`src/rtl/his_bank_scheduler.sv`:
```
// his_bank_scheduler
// Round-robin arbiter that funnels TDC timestamp requests onto the single
// write port of a ping-pong histogram RAM. It tracks input/pixel/acquisition
// position, swaps banks at frame end and hands the finished bank to readout.
// Optional feature macro: HIS_BANK_CLEAR_EN -- when defined, a CLEAR state
// sweeps zeros through the write bank after every handoff and after reset.
module his_bank_scheduler #(
    parameter int N_REQ     = 4,
    parameter int NB        = 8,
    parameter int DATA_NUM  = 2,
    parameter int PIXEL_NUM = 200,
    parameter int ACQ_NUM   = 33333
) (
    input  logic                         clk,
    input  logic                         res,
    input  logic [N_REQ-1:0]             req,
    input  logic [N_REQ*NB-1:0]          req_addr,
    output logic [N_REQ-1:0]             gnt,
    output logic                         ram_we,
    output logic                         ram_clr,
    output logic                         ram_bank,
    output logic [$clog2(PIXEL_NUM)-1:0] ram_pix,
    output logic [NB-1:0]                ram_bin,
    output logic                         rd_start,
    output logic                         rd_bank,
    input  logic                         rd_done,
    output logic                         frame_done,
    output logic                         stall
);

    localparam int RW = (N_REQ > 1)    ? $clog2(N_REQ)    : 1;
    localparam int IW = (DATA_NUM > 1) ? $clog2(DATA_NUM) : 1;
    localparam int PW = $clog2(PIXEL_NUM);
    localparam int AW = (ACQ_NUM > 1)  ? $clog2(ACQ_NUM)  : 1;

    localparam logic [RW-1:0] REQ_LAST = RW'(N_REQ - 1);
    localparam logic [IW-1:0] IN_LAST  = IW'(DATA_NUM - 1);
    localparam logic [PW-1:0] PIX_LAST = PW'(PIXEL_NUM - 1);
    localparam logic [AW-1:0] ACQ_LAST = AW'(ACQ_NUM - 1);

    typedef enum logic [1:0] {
        S_RUN   = 2'd0,
        S_WAIT  = 2'd1,
        S_CLEAR = 2'd2
    } state_t;

`ifdef HIS_BANK_CLEAR_EN
    localparam state_t ENTRY_STATE = S_CLEAR;
`else
    localparam state_t ENTRY_STATE = S_RUN;
`endif

    state_t          state;
    logic [RW-1:0]   rr_ptr;
    logic [IW-1:0]   input_cnt;
    logic [PW-1:0]   pixel_cnt;
    logic [AW-1:0]   acq_cnt;
    logic            wr_bank;
    logic            rd_busy;

`ifdef HIS_BANK_CLEAR_EN
    logic [NB-1:0]   clr_bin;
    logic [PW-1:0]   clr_pix;
    logic            clr_end;
`endif

    logic [NB-1:0]   addr_arr [N_REQ];
    logic            sel_any;
    logic [RW-1:0]   sel_idx;
    logic            grant_ok;
    logic            frame_end;
    logic            handoff;

    genvar gi;
    generate
        for (gi = 0; gi < N_REQ; gi++) begin : g_req
            assign addr_arr[gi] = req_addr[gi*NB +: NB];
            assign gnt[gi]      = grant_ok && (sel_idx == RW'(gi));
        end
    endgenerate

    // Round-robin search: first active requester at or after the pointer.
    always_comb begin
        int            cand;
        logic [RW-1:0] cand_idx;
        sel_any  = 1'b0;
        sel_idx  = '0;
        cand     = 0;
        cand_idx = '0;
        for (int k = 0; k < N_REQ; k++) begin
            cand     = (int'(rr_ptr) + k) % N_REQ;
            cand_idx = RW'(cand);
            if (!sel_any && req[cand_idx]) begin
                sel_any = 1'b1;
                sel_idx = cand_idx;
            end
        end
    end

    // A grant only leaves in RUN; reset suppresses it immediately.
    assign grant_ok  = (state == S_RUN) && sel_any && !res;
    assign frame_end = grant_ok && (input_cnt == IN_LAST) &&
                       (pixel_cnt == PIX_LAST) && (acq_cnt == ACQ_LAST);
    // Bank swap happens at frame end if readout is free (or frees now),
    // or later from WAIT when readout releases its bank.
    assign handoff   = (frame_end && (!rd_busy || rd_done)) ||
                       ((state == S_WAIT) && rd_done);
    assign stall     = (state == S_WAIT);

`ifndef HIS_BANK_CLEAR_EN
    assign ram_clr = 1'b0;
`endif

    // Scheduler FSM, position counters, bank bookkeeping and registered RAM strobes.
    always_ff @(posedge clk or posedge res) begin
        if (res) begin
            state      <= ENTRY_STATE;
            rr_ptr     <= '0;
            input_cnt  <= '0;
            pixel_cnt  <= '0;
            acq_cnt    <= '0;
            wr_bank    <= 1'b0;
            rd_busy    <= 1'b0;
            ram_we     <= 1'b0;
            ram_bank   <= 1'b0;
            ram_pix    <= '0;
            ram_bin    <= '0;
            rd_start   <= 1'b0;
            rd_bank    <= 1'b0;
            frame_done <= 1'b0;
`ifdef HIS_BANK_CLEAR_EN
            ram_clr    <= 1'b0;
            clr_bin    <= '0;
            clr_pix    <= '0;
            clr_end    <= 1'b0;
`endif
        end else begin
            ram_we     <= 1'b0;
            rd_start   <= 1'b0;
            frame_done <= 1'b0;
`ifdef HIS_BANK_CLEAR_EN
            ram_clr    <= 1'b0;
`endif

            // A fresh handoff keeps readout busy even if it releases now.
            if (handoff) begin
                rd_busy  <= 1'b1;
                rd_start <= 1'b1;
                rd_bank  <= wr_bank;
                wr_bank  <= ~wr_bank;
            end else if (rd_done) begin
                rd_busy  <= 1'b0;
            end

            case (state)
                S_RUN: begin
                    if (grant_ok) begin
                        ram_we   <= 1'b1;
                        ram_bin  <= addr_arr[sel_idx];
                        ram_pix  <= pixel_cnt;
                        ram_bank <= wr_bank;
                        rr_ptr   <= (sel_idx == REQ_LAST) ? '0 : sel_idx + 1'b1;

                        if (input_cnt == IN_LAST) begin
                            input_cnt <= '0;
                            if (pixel_cnt == PIX_LAST) begin
                                pixel_cnt <= '0;
                                if (acq_cnt == ACQ_LAST) acq_cnt <= '0;
                                else                     acq_cnt <= acq_cnt + 1'b1;
                            end else begin
                                pixel_cnt <= pixel_cnt + 1'b1;
                            end
                        end else begin
                            input_cnt <= input_cnt + 1'b1;
                        end

                        if (frame_end) begin
                            frame_done <= 1'b1;
                            state      <= handoff ? ENTRY_STATE : S_WAIT;
                        end
                    end
                end

                S_WAIT: begin
                    if (handoff) state <= ENTRY_STATE;
                end

`ifdef HIS_BANK_CLEAR_EN
                S_CLEAR: begin
                    // Bin is the fast index; one idle cycle after the last
                    // strobe keeps the first grant clear of the sweep.
                    if (!clr_end) begin
                        ram_clr  <= 1'b1;
                        ram_bank <= wr_bank;
                        ram_bin  <= clr_bin;
                        ram_pix  <= clr_pix;
                        if (clr_bin == {NB{1'b1}}) begin
                            clr_bin <= '0;
                            if (clr_pix == PIX_LAST) begin
                                clr_pix <= '0;
                                clr_end <= 1'b1;
                            end else begin
                                clr_pix <= clr_pix + 1'b1;
                            end
                        end else begin
                            clr_bin <= clr_bin + 1'b1;
                        end
                    end else begin
                        clr_end <= 1'b0;
                        state   <= S_RUN;
                    end
                end
`endif

                default: state <= S_RUN;
            endcase
        end
    end

endmodule

```
`config.mk`:
```
export PLATFORM = sky130hd
export DESIGN_NAME = his_bank_scheduler
export DESIGN_NICKNAME = d
export VERILOG_FILES = /design/src/rtl/his_bank_scheduler.sv
export SDC_FILE = /design/constraint.sdc
export NUM_CORES = 1
export LEC_CHECK = 0
export ABC_AREA = 1
export ABC_CLOCK_PERIOD_IN_PS = 4500
export CAP_MARGIN = 20
export CELL_PAD_IN_SITES_DETAIL_PLACEMENT = 1
export CELL_PAD_IN_SITES_GLOBAL_PLACEMENT = 1
export CORE_MARGIN = 1.5
export CORE_UTILIZATION = 40
export DETAILED_ROUTE_END_ITERATION = 8
export GPL_TIMING_DRIVEN = 0
export PLACE_DENSITY = 0.93
export SETUP_SLACK_MARGIN = 0.1
export SYNTH_ARGS = -nofsm -noshare
export SYNTH_HDL_FRONTEND = slang
export SYNTH_SLANG_ARGS = --single-unit
export TNS_END_PERCENT = 50
```
`constraint.sdc`:
```
create_clock -name clk -period 4.5 [get_ports clk]
set_clock_uncertainty 0.2 [all_clocks]
set_input_delay 0.45 -clock clk [delete_from_list [all_inputs] [get_ports clk]]
set_output_delay 0.45 -clock clk [all_outputs]
set_load 0.01 [all_outputs]
```
After elaboration in Yosys (flattened, before gate mapping):

Cells that the tools add are included.

* register bits: 52
* output and inout port bits: 27
* word-level logic and storage cells: 101

* add/subtract/negate cells: 7
* order comparisons: 5
* equal/unequal tests: 9
* muxes and demuxes: 36
* bitwise operators: 2
* reductions and logical operators: 28

Operator list (count)
* two-way mux 8 bit: 3
* two-way mux 1 bit: 18
* adder 16 x 1 -> 16 bit, second input constant: 1
* binary-select mux 8 bit (select 2 bit): 1
* equality test 16 bit, second input constant: 1
* two-way mux 16 bit: 1
* two-way mux 2 bit: 8
* logical AND 1 bit: 14
* less-than comparator 2 x 3 -> 1 bit, second input constant: 4
* adder 8 x 1 -> 8 bit, second input constant: 1
* binary-select mux 1 bit (select 2 bit): 4
* equality test 8 bit, second input constant: 1
* AND reduction 3 bit: 2
* logical NOT 1 bit: 5
* adder 2 x 1 -> 2 bit, second input constant: 2
* adder 2 bit, second input constant: 2
* equality test 2 x 1 -> 1 bit, second input constant: 2
* equality test 2 bit, second input constant: 2
* logical NOT 2 bit: 2
* inequality test 2 bit, second input constant: 2
* one-hot mux 2 bit (2 select lines): 1
* AND reduction 4 bit: 1
* >= comparator 3 bit, second input constant: 1
* NOT 2 -> 3 bit: 1
* 6 further kinds: 7

Logic depth before layout (Yosys ltp):

Gate-level depths: netlist of the first run.

* depth after elaboration: 23
* gate-level depth with buffers: 15
* mapped depth without buffers: 14

Worst setup path before layout of the first run:

No wires, ideal clock.

* kind: register -> output
* from: reg rr_ptr[0]
* to: out gnt[3]
* arrival: 1749 ps
* setup slack: 2101 ps
* stages on the path, launching flop included: 15
* path buffers: 2
* path through: dfrtp_1 > buf_6 > nand2_2 > nand2_4 > nand2_1 > nand2_1 > nor2_4 > nand3_2 > nand2_4 > nand2_4 > buf_6 > inv_1 > ha_1 > inv_1 > nor2_1

* longest elaborated chain between the ends: 15

RTL lines
* start, declared: line 54 `logic [RW-1:0] rr_ptr;`
* start signal, assigned: line 162 `rr_ptr <= (sel_idx == REQ_LAST) ? '0 : sel_idx + 1'b1;`
* parallel branches: the longest is 14 deep, another holds adder 2 x 1 -> 2 bit
* logical AND 1 bit *: line 78 `assign gnt[gi] = grant_ok && (sel_idx == RW'(gi));`
* end, declared: line 18 `output logic [N_REQ-1:0] gnt,`

Every way passes the cells marked *. The select of a mux whose other input is x is not followed.

Worst setup path in the final report of the first run:

* from: in req[2]
* to: out gnt[3]

* longest elaborated chain between the ends: 15

RTL lines
* start, declared: line 16 `input logic [N_REQ-1:0] req,`
* binary-select mux 1 bit (select 2 bit): line 93 `if (!sel_any && req[cand_idx]) begin`
* two-way mux 1 bit (implied by the code): line 93
* two-way mux 1 bit: line 93
* logical NOT 1 bit: line 93
* logical AND 1 bit: line 93
* two-way mux 1 bit: line 93
* logical NOT 1 bit: line 93
* logical AND 1 bit: line 93
* two-way mux 1 bit: line 93
* logical NOT 1 bit: line 93
* logical AND 1 bit: line 93
* two-way mux 1 bit: line 93
* logical AND 1 bit (2 in a row): line 101 `assign grant_ok = (state == S_RUN) && sel_any && !res;`
* logical AND 1 bit *: line 78

Every way passes the cells marked *; elsewhere a longest branch is shown, timed or not. The select of a mux whose other input is x is not followed.

==> summary.txt, run 1 <==
Setup path
  – Worst EP required: 3.85 ns
  – Worst-path maximum fanout: 11
  – Worst setup path category: input pin to output pin
  – Crit-path cells: clkdlybuf4s50_1 -> inv_1 -> nand2_1 -> nand3_1 -> nand2_2 -> nor2_1 -> nor2_1 -> nand2_4 -> nand2_4 -> buf_6 -> inv_1 -> ha_1 -> inv_1 -> nor2_1 -> clkdlybuf4s50_1
  – CP startpoint kind: input pin
  – Crit path largest cell delay: 0.48 ns
  – Worst EP arrival: 2.86 ns
  – Critical-path top delay cell: clkdlybuf4s50_1
  – CP endpoint kind: output pin
  – Internal reg-to-reg setup slack: 2.14 ns

Placed design
  – GPL Wtd Cong: 0.880
  – Port-buffer cells: 64
  – Dpl cells: 610
  – Placed cell area: 0.00401 sq mm
  – Post-DP HPWL: 7190 um

Synth
  – Synth Area per Inst: 7.28 sq um
  – Async SR Flop Fraction: 1.00
  – YS warnings: 0
  – Unique masters post-synth: 31
  – Syn Nets: 489
  – Mapped cell area: 0.00322 sq mm
  – Synth top area cells: dfrtp_1 (40%), nand2_1 (15%), inv_1 (8.0%)
  – Yosys top cell by area: dfrtp_1
  – Prevailing post-synth register cell: dfrtp_1
  – Cells after Synth: 443
  – Synth Register Bits: 51
  – Post-synth EDFFs: 0
  – Share of the synthesized area in the top cell type: 0.396
  – Register area share after synthesis: 0.396

Timing
  – Final period util: 0.780
  – Slew Limit Fails: 0
  – Final min period: 3.51 ns
  – Achievable frequency: 285 MHz
  – Least-Margin Pin Slew: 0.506 ns
  – # setup viols final: 0
  – Fin. Hold Viols: 0
  – Unrepaired setup endpoints after global routing: false
  – Worst slew margin: 0.660
  – Setup TNS: 0 ns

Run status
  – Status: finished clean

Die
  – Die Wd: 92.8 um
  – Die area: 0.00861 sq mm
  – Num ports: 66
  – Initial Util: 0.415
  – Floorplan row count: 32
  – Die Span Y: 92.8 um
  – Core area: 0.00777 sq mm

Cells and area
  – Nets: 561
  – Commonest cells after routing, fill and taps aside: nand2_1 (128), inv_1 (68), clkdlybuf4s50_1 (64)
  – Fin area: 0.00409 sq mm
  – Antenna cells: 0
  – Fraction of layout cells with a size suffix above 1: 0.0835
  – Most common cell after layout, fill and taps aside: nand2_1
  – P&R area growth vs syn: 27.0%
  – Post-Layout Cell Count: 617
  – Multi-input gate area: 0.00158 sq mm
  – Fill cells: 1010
  – FF+latch area: 0.00128 sq mm

Pwr
  – Leakage Power: 0.00204 uW
  – VDD IR max: 0.294 mV
  – PwrDens: 579 mW/mm^2

Global route
  – Antenna violations before repair: 0
  – All-layer global routing usage: 0.230
  – Largest net degree at the start of global routing: 33
  – GRT Residual Overflow: 0
  – Vias in the first global route: 3454
  – Global-route wire length before repair: 15800 um

Clock tree
  – Root Buffer: clkbuf_8
  – CTS tree: built
  – Clock transition at the registers of the reported paths: 0.09 ns
  – Num CTS Buffers: 5
  – Quantity of hold-fixing buffers added after cts: 0
  – CTS-repair resized insts: 0
  – Number of post-CTS setup repair buffers: 0
  – Worst-case clock buffer depth: 2
  – Clock latency on the worst-skew pair: 0.31 ns
  – H-tree levels: 2
  – Clock Sinks: 51

Hold path
  – Hold Crit Class: input pin to asynchronous set/reset pin

Route
  – DRC: 0
  – Antenna-violating nets left: 0
  – Wirelength per Cell: 14.6 um
  – DR iter-0 viols: 81
  – First-pass iteration count of the detailed router: 4
  – Via/cell ratio: 5.10
  – DRT Wirelength: 9030 um
  – Vias post-DR: 3149

Run
  – Max_cap viols: 0
-- layer usage --
metal	global-route usage	vias to the layer above	share of wire
met4	0.0808	0	0.023
li1	-	1538	-
met3	0.0361	19	0.036
met5	0	-	0
met1	0.286	1533	0.44
met2	0.403	59	0.50
-- final timing paths --
check / startpoint / to / cells past startpoint
max in group asynchronous: res / acq_cnt[15] / 3
max: req[2] / gnt[3] / 15
min reg2reg: ram_pix[2] / ram_pix[2] / 2
min in group clk: ram_pix[2] / ram_pix[2] / 2
min: res / ram_bank / 2
max reg2reg: rr_ptr[0] / rr_ptr[0] / 13
-- worst max-delay path: cells and delay by family --
family        cells  cell delay, ns
simple gates      8            0.87
buf+inv           6            1.34
fa+ha+maj         1            0.19
-- cell type report --
class,instances,area share
Multi-Input combinational cell,307,0.386
Sequential cell,51,0.312
Timing Repair Buffer,65,0.161
Inverter,73,0.0672
Tap cell,102,0.0312
Buffer,12,0.0223
Clock buffer,5,0.0168
Clock inverter,2,0.00336
-- where the power goes --
group,leakage (uW),switching (uW),internal [uW]
Clock,0.0000440,156,107
Combinational,0.00137,877,560
Sequential,0.000633,91.4,580
Total,0.00204,1120,1250
-- stage by stage --
step | utilization | worst slack, ns | hold slack (ns) | power, uW
5_1_grt | 0.527 | 0.744 | 0.332 | 2590
3_5_place_dp | 0.516 | 0.977 | 0.272 | 2120
3_3_place_gp | 0.514 | 1.04 | 0.263 | 2030
2_1_floorplan | - | 2.10 | 0.264 | 1590
6_report | 0.527 | 0.990 | 0.296 | 2370
4_1_cts | 0.527 | 0.962 | 0.299 | 2390
-- synth_stat cells, drive strengths merged (2+ instances only) --
cell      n
a21oi     6
buf      11
dfrtp    51
ha        7
inv      72
nand2   138
nand3    55
nand3b    8
nand4     9
nor2     31
nor3      9
nor4      6
o21ai    20
o21bai    2
xor2     13
-- registers in the layout, indices dropped and copies added, names as in the netlist --
signal,flops
acq_cnt,16
pixel_cnt,8
ram_bin,8
ram_pix,8
rr_ptr,2
frame_done,1
input_cnt,1
ram_bank,1
ram_we,1
rd_bank,1
rd_busy,1
rd_start,1
state,1
wr_bank,1
-- cells by family after synthesis --
group	Yosys count	share of synthesized area
AOI/OAI and AO/OA	30	0.0505
xor gates and xnor gates	13	0.0353
DFF	51	0.396
other	1	0.00116
adders and majority gates	7	0.0272
buffers and inverters	85	0.114
and+or+nand+nor	256	0.376
No activity file was read; power rests on OpenSTA's default activity.
==> inputs of run 2 (changes only) <==
--- a/config.mk
+++ b/config.mk
@@ -6,15 +6,15 @@
 export NUM_CORES = 1
 export LEC_CHECK = 0
 export ABC_AREA = 1
-export ABC_CLOCK_PERIOD_IN_PS = 4500
+export ABC_CLOCK_PERIOD_IN_PS = 3650
 export CAP_MARGIN = 20
 export CELL_PAD_IN_SITES_DETAIL_PLACEMENT = 1
 export CELL_PAD_IN_SITES_GLOBAL_PLACEMENT = 1
 export CORE_MARGIN = 1.5
-export CORE_UTILIZATION = 40
+export CORE_UTILIZATION = 37
 export DETAILED_ROUTE_END_ITERATION = 8
 export GPL_TIMING_DRIVEN = 0
-export PLACE_DENSITY = 0.93
+export PLACE_DENSITY = 0.87
 export SETUP_SLACK_MARGIN = 0.1
 export SYNTH_ARGS = -nofsm -noshare
 export SYNTH_HDL_FRONTEND = slang
==> constraint.sdc (replaced) <==
create_clock -name clk -period 3.65 [get_ports clk]
set_clock_uncertainty 0.2 [all_clocks]
set_input_delay 0.365 -clock clk [delete_from_list [all_inputs] [get_ports clk]]
set_output_delay 0.365 -clock clk [all_outputs]
set_load 0.01 [all_outputs]
==> run 2 against run 1 <==
Via count shrank 0.54%. Critical path depth decreased by 1. Combinational power grew 21%. Hold slack worse by 0.041 ns. Wire length is 2.5% lower. Register-to-register slack lost 0.79 ns. Clock-buffer cell count is the same. First-iteration DRC count shrank 14%. Largest power group unchanged. Die area up 7.8%. Design area up 0.83%.
==> summary.txt, run 2 (same netlist as run 1, synthesis figures left out) <==
Run status
  – Status: finished clean

Global route
  – GRT Residual Overflow: 0
  – Antenna violations before repair: 0
  – All-layer global routing usage: 0.209
  – Largest net degree at the start of global routing: 36
  – Vias in the first global route: 3225
  – Global-route wire length before repair: 15000 um

Placed design
  – Post-DP HPWL: 6810 um
  – GPL Wtd Cong: 0.902
  – Port-buffer cells: 64
  – Placed cell area: 0.00402 sq mm

Setup path
  – Crit-path cells: buf_6 -> nand2_2 -> nand3_1 -> nand2_2 -> nor2_4 -> nand3_2 -> nand2_4 -> nand2_4 -> buf_6 -> inv_1 -> ha_1 -> inv_1 -> nor2_1 -> clkdlybuf4s50_1
  – CP startpoint kind: flop
  – Worst EP required: 3.08 ns
  – Worst-path maximum fanout: 11
  – Worst setup path category: flop to output pin
  – CP endpoint kind: output pin
  – Worst EP arrival: 2.83 ns
  – Critical-path top delay cell: clkdlybuf4s50_1
  – Crit path largest cell delay: 0.55 ns

Timing
  – Achievable frequency: 294 MHz
  – Setup TNS: 0 ns
  – Final min period: 3.40 ns
  – Least-Margin Pin Slew: 0.531 ns
  – Fin. Hold Viols: 0
  – Slew Limit Fails: 0
  – Unrepaired setup endpoints after global routing: true
  – Final period util: 0.931
  – Worst slew margin: 0.643
  – # setup viols final: 0

Cells and area
  – Biggest register: acq_cnt
  – FF+latch area: 0.00128 sq mm
  – Commonest cells after routing, fill and taps aside: nand2_1 (128), inv_1 (68), clkdlybuf4s50_1 (63)
  – Fin area: 0.00413 sq mm
  – Multi-input gate area: 0.00158 sq mm
  – Most common cell after layout, fill and taps aside: nand2_1
  – Antenna cells: 0
  – Largest register FFs: 16
  – Nets: 561
  – Fill cells: 1049
  – P&R area growth vs syn: 28.1%
  – Fraction of layout cells with a size suffix above 1: 0.0835

Clock tree
  – Clock latency on the worst-skew pair: 0.31 ns
  – H-tree levels: 2
  – Clock transition at the registers of the reported paths: 0.10 ns
  – Number of post-CTS setup repair buffers: 0
  – CTS tree: built
  – Root Buffer: clkbuf_8
  – Worst-case clock buffer depth: 2
  – Clock Sinks: 51
  – Num CTS Buffers: 5

Die
  – Die area: 0.00928 sq mm
  – Num ports: 66
  – Initial Util: 0.386
  – Core area: 0.00834 sq mm
  – Die Span Y: 96.3 um
  – Die Wd: 96.3 um
  – Floorplan row count: 33

Route
  – Wirelength per Cell: 14.2 um
  – DR iter-0 viols: 70
  – Antenna-violating nets left: 0
  – DRT Wirelength: 8810 um
  – Vias post-DR: 3132
  – Via/cell ratio: 5.05
  – First-pass iteration count of the detailed router: 4
  – DRC: 0

Hold path
  – Hold Crit Class: input pin to asynchronous set/reset pin

Pwr
  – VDD IR max: 0.465 mV
  – PwrDens: 715 mW/mm^2
  – Leakage Power: 0.00207 uW

Run
  – Max_cap viols: 0
[run 2: timing repair]
| item | 4_1_cts | 5_1_grt |
|---|---|---|
| setup endpoints to repair | 0 | 3 |
| hold buffers | 0 | 0 |
| resized for setup | 0 | 3 |
[run 2: path summary, 6_finish.rpt]
path	depth (start not counted)	to	startpoint	slack, ns
worst min-delay path	2	ram_we	res	0.25
worst max-delay path	14	gnt[1]	rr_ptr[0]	0.25
worst min register to register	2	ram_pix[3]	ram_pix[3]	0.29
min in group clk	2	ram_pix[3]	ram_pix[3]	0.29
max in group asynchronous	3	pixel_cnt[6]	res	2.48
worst max register to register	14	rr_ptr[0]	rr_ptr[0]	1.35
[run 2: through the flow]
stage                     hold WS (ns)  std cells  utilization  worst slack [ns]  total power (uW)
final                            0.255        620        0.495             0.253              2950
after global routing             0.279        620        0.495            0.0493              3230
after CTS                        0.246        620        0.494             0.228              2980
after detailed placement         0.270        613        0.481             0.252              2580
after global placement           0.265        612        0.479             0.326              2490
after floorplan                  0.264        443            -              1.34              1960
[run 2: power breakdown]
group | internal, uW | total, uW | switching, uW
clock network | 200 | 390 | 189
registers | 715 | 826 | 111
logic | 690 | 1740 | 1050
[run 2: worst max-delay path: cells and delay by family (launching register included)]
kind | cells | cell delay, ns
adder cells (fa/ha/maj) | 1 | 0.15
buffers and inverters | 5 | 1.01
flip-flops | 1 | 0.41
AND/OR/NAND/NOR | 8 | 0.94
[run 2: final cells by class]
class | count | share of cell area
multi-input cells | 307 | 0.383
flip-flops and latches | 51 | 0.309
repair buffers | 65 | 0.161
inverters | 73 | 0.0676
well taps | 105 | 0.0318
plain buffers | 12 | 0.0221
clock buffers | 5 | 0.0167
clock inverters | 2 | 0.00909
[run 2: metal layers]
| metal | vias up | track usage | share of wire |
|---|---|---|---|
| li1 | 1528 | - | - |
| met1 | 1536 | 0.270 | 0.46 |
| met2 | 51 | 0.357 | 0.49 |
| met3 | 17 | 0.0276 | 0.026 |
| met4 | 0 | 0.0761 | 0.022 |
| met5 | - | 0 | 0 |
==> inputs of run 3 (changes only) <==
--- a/config.mk
+++ b/config.mk
@@ -7,7 +7,6 @@
 export LEC_CHECK = 0
 export ABC_AREA = 1
 export ABC_CLOCK_PERIOD_IN_PS = 3650
-export CAP_MARGIN = 20
 export CELL_PAD_IN_SITES_DETAIL_PLACEMENT = 1
 export CELL_PAD_IN_SITES_GLOBAL_PLACEMENT = 1
 export CORE_MARGIN = 1.5
==> results of run 3 <==
Final layout, timing and power as in run 2 (identical DEF).
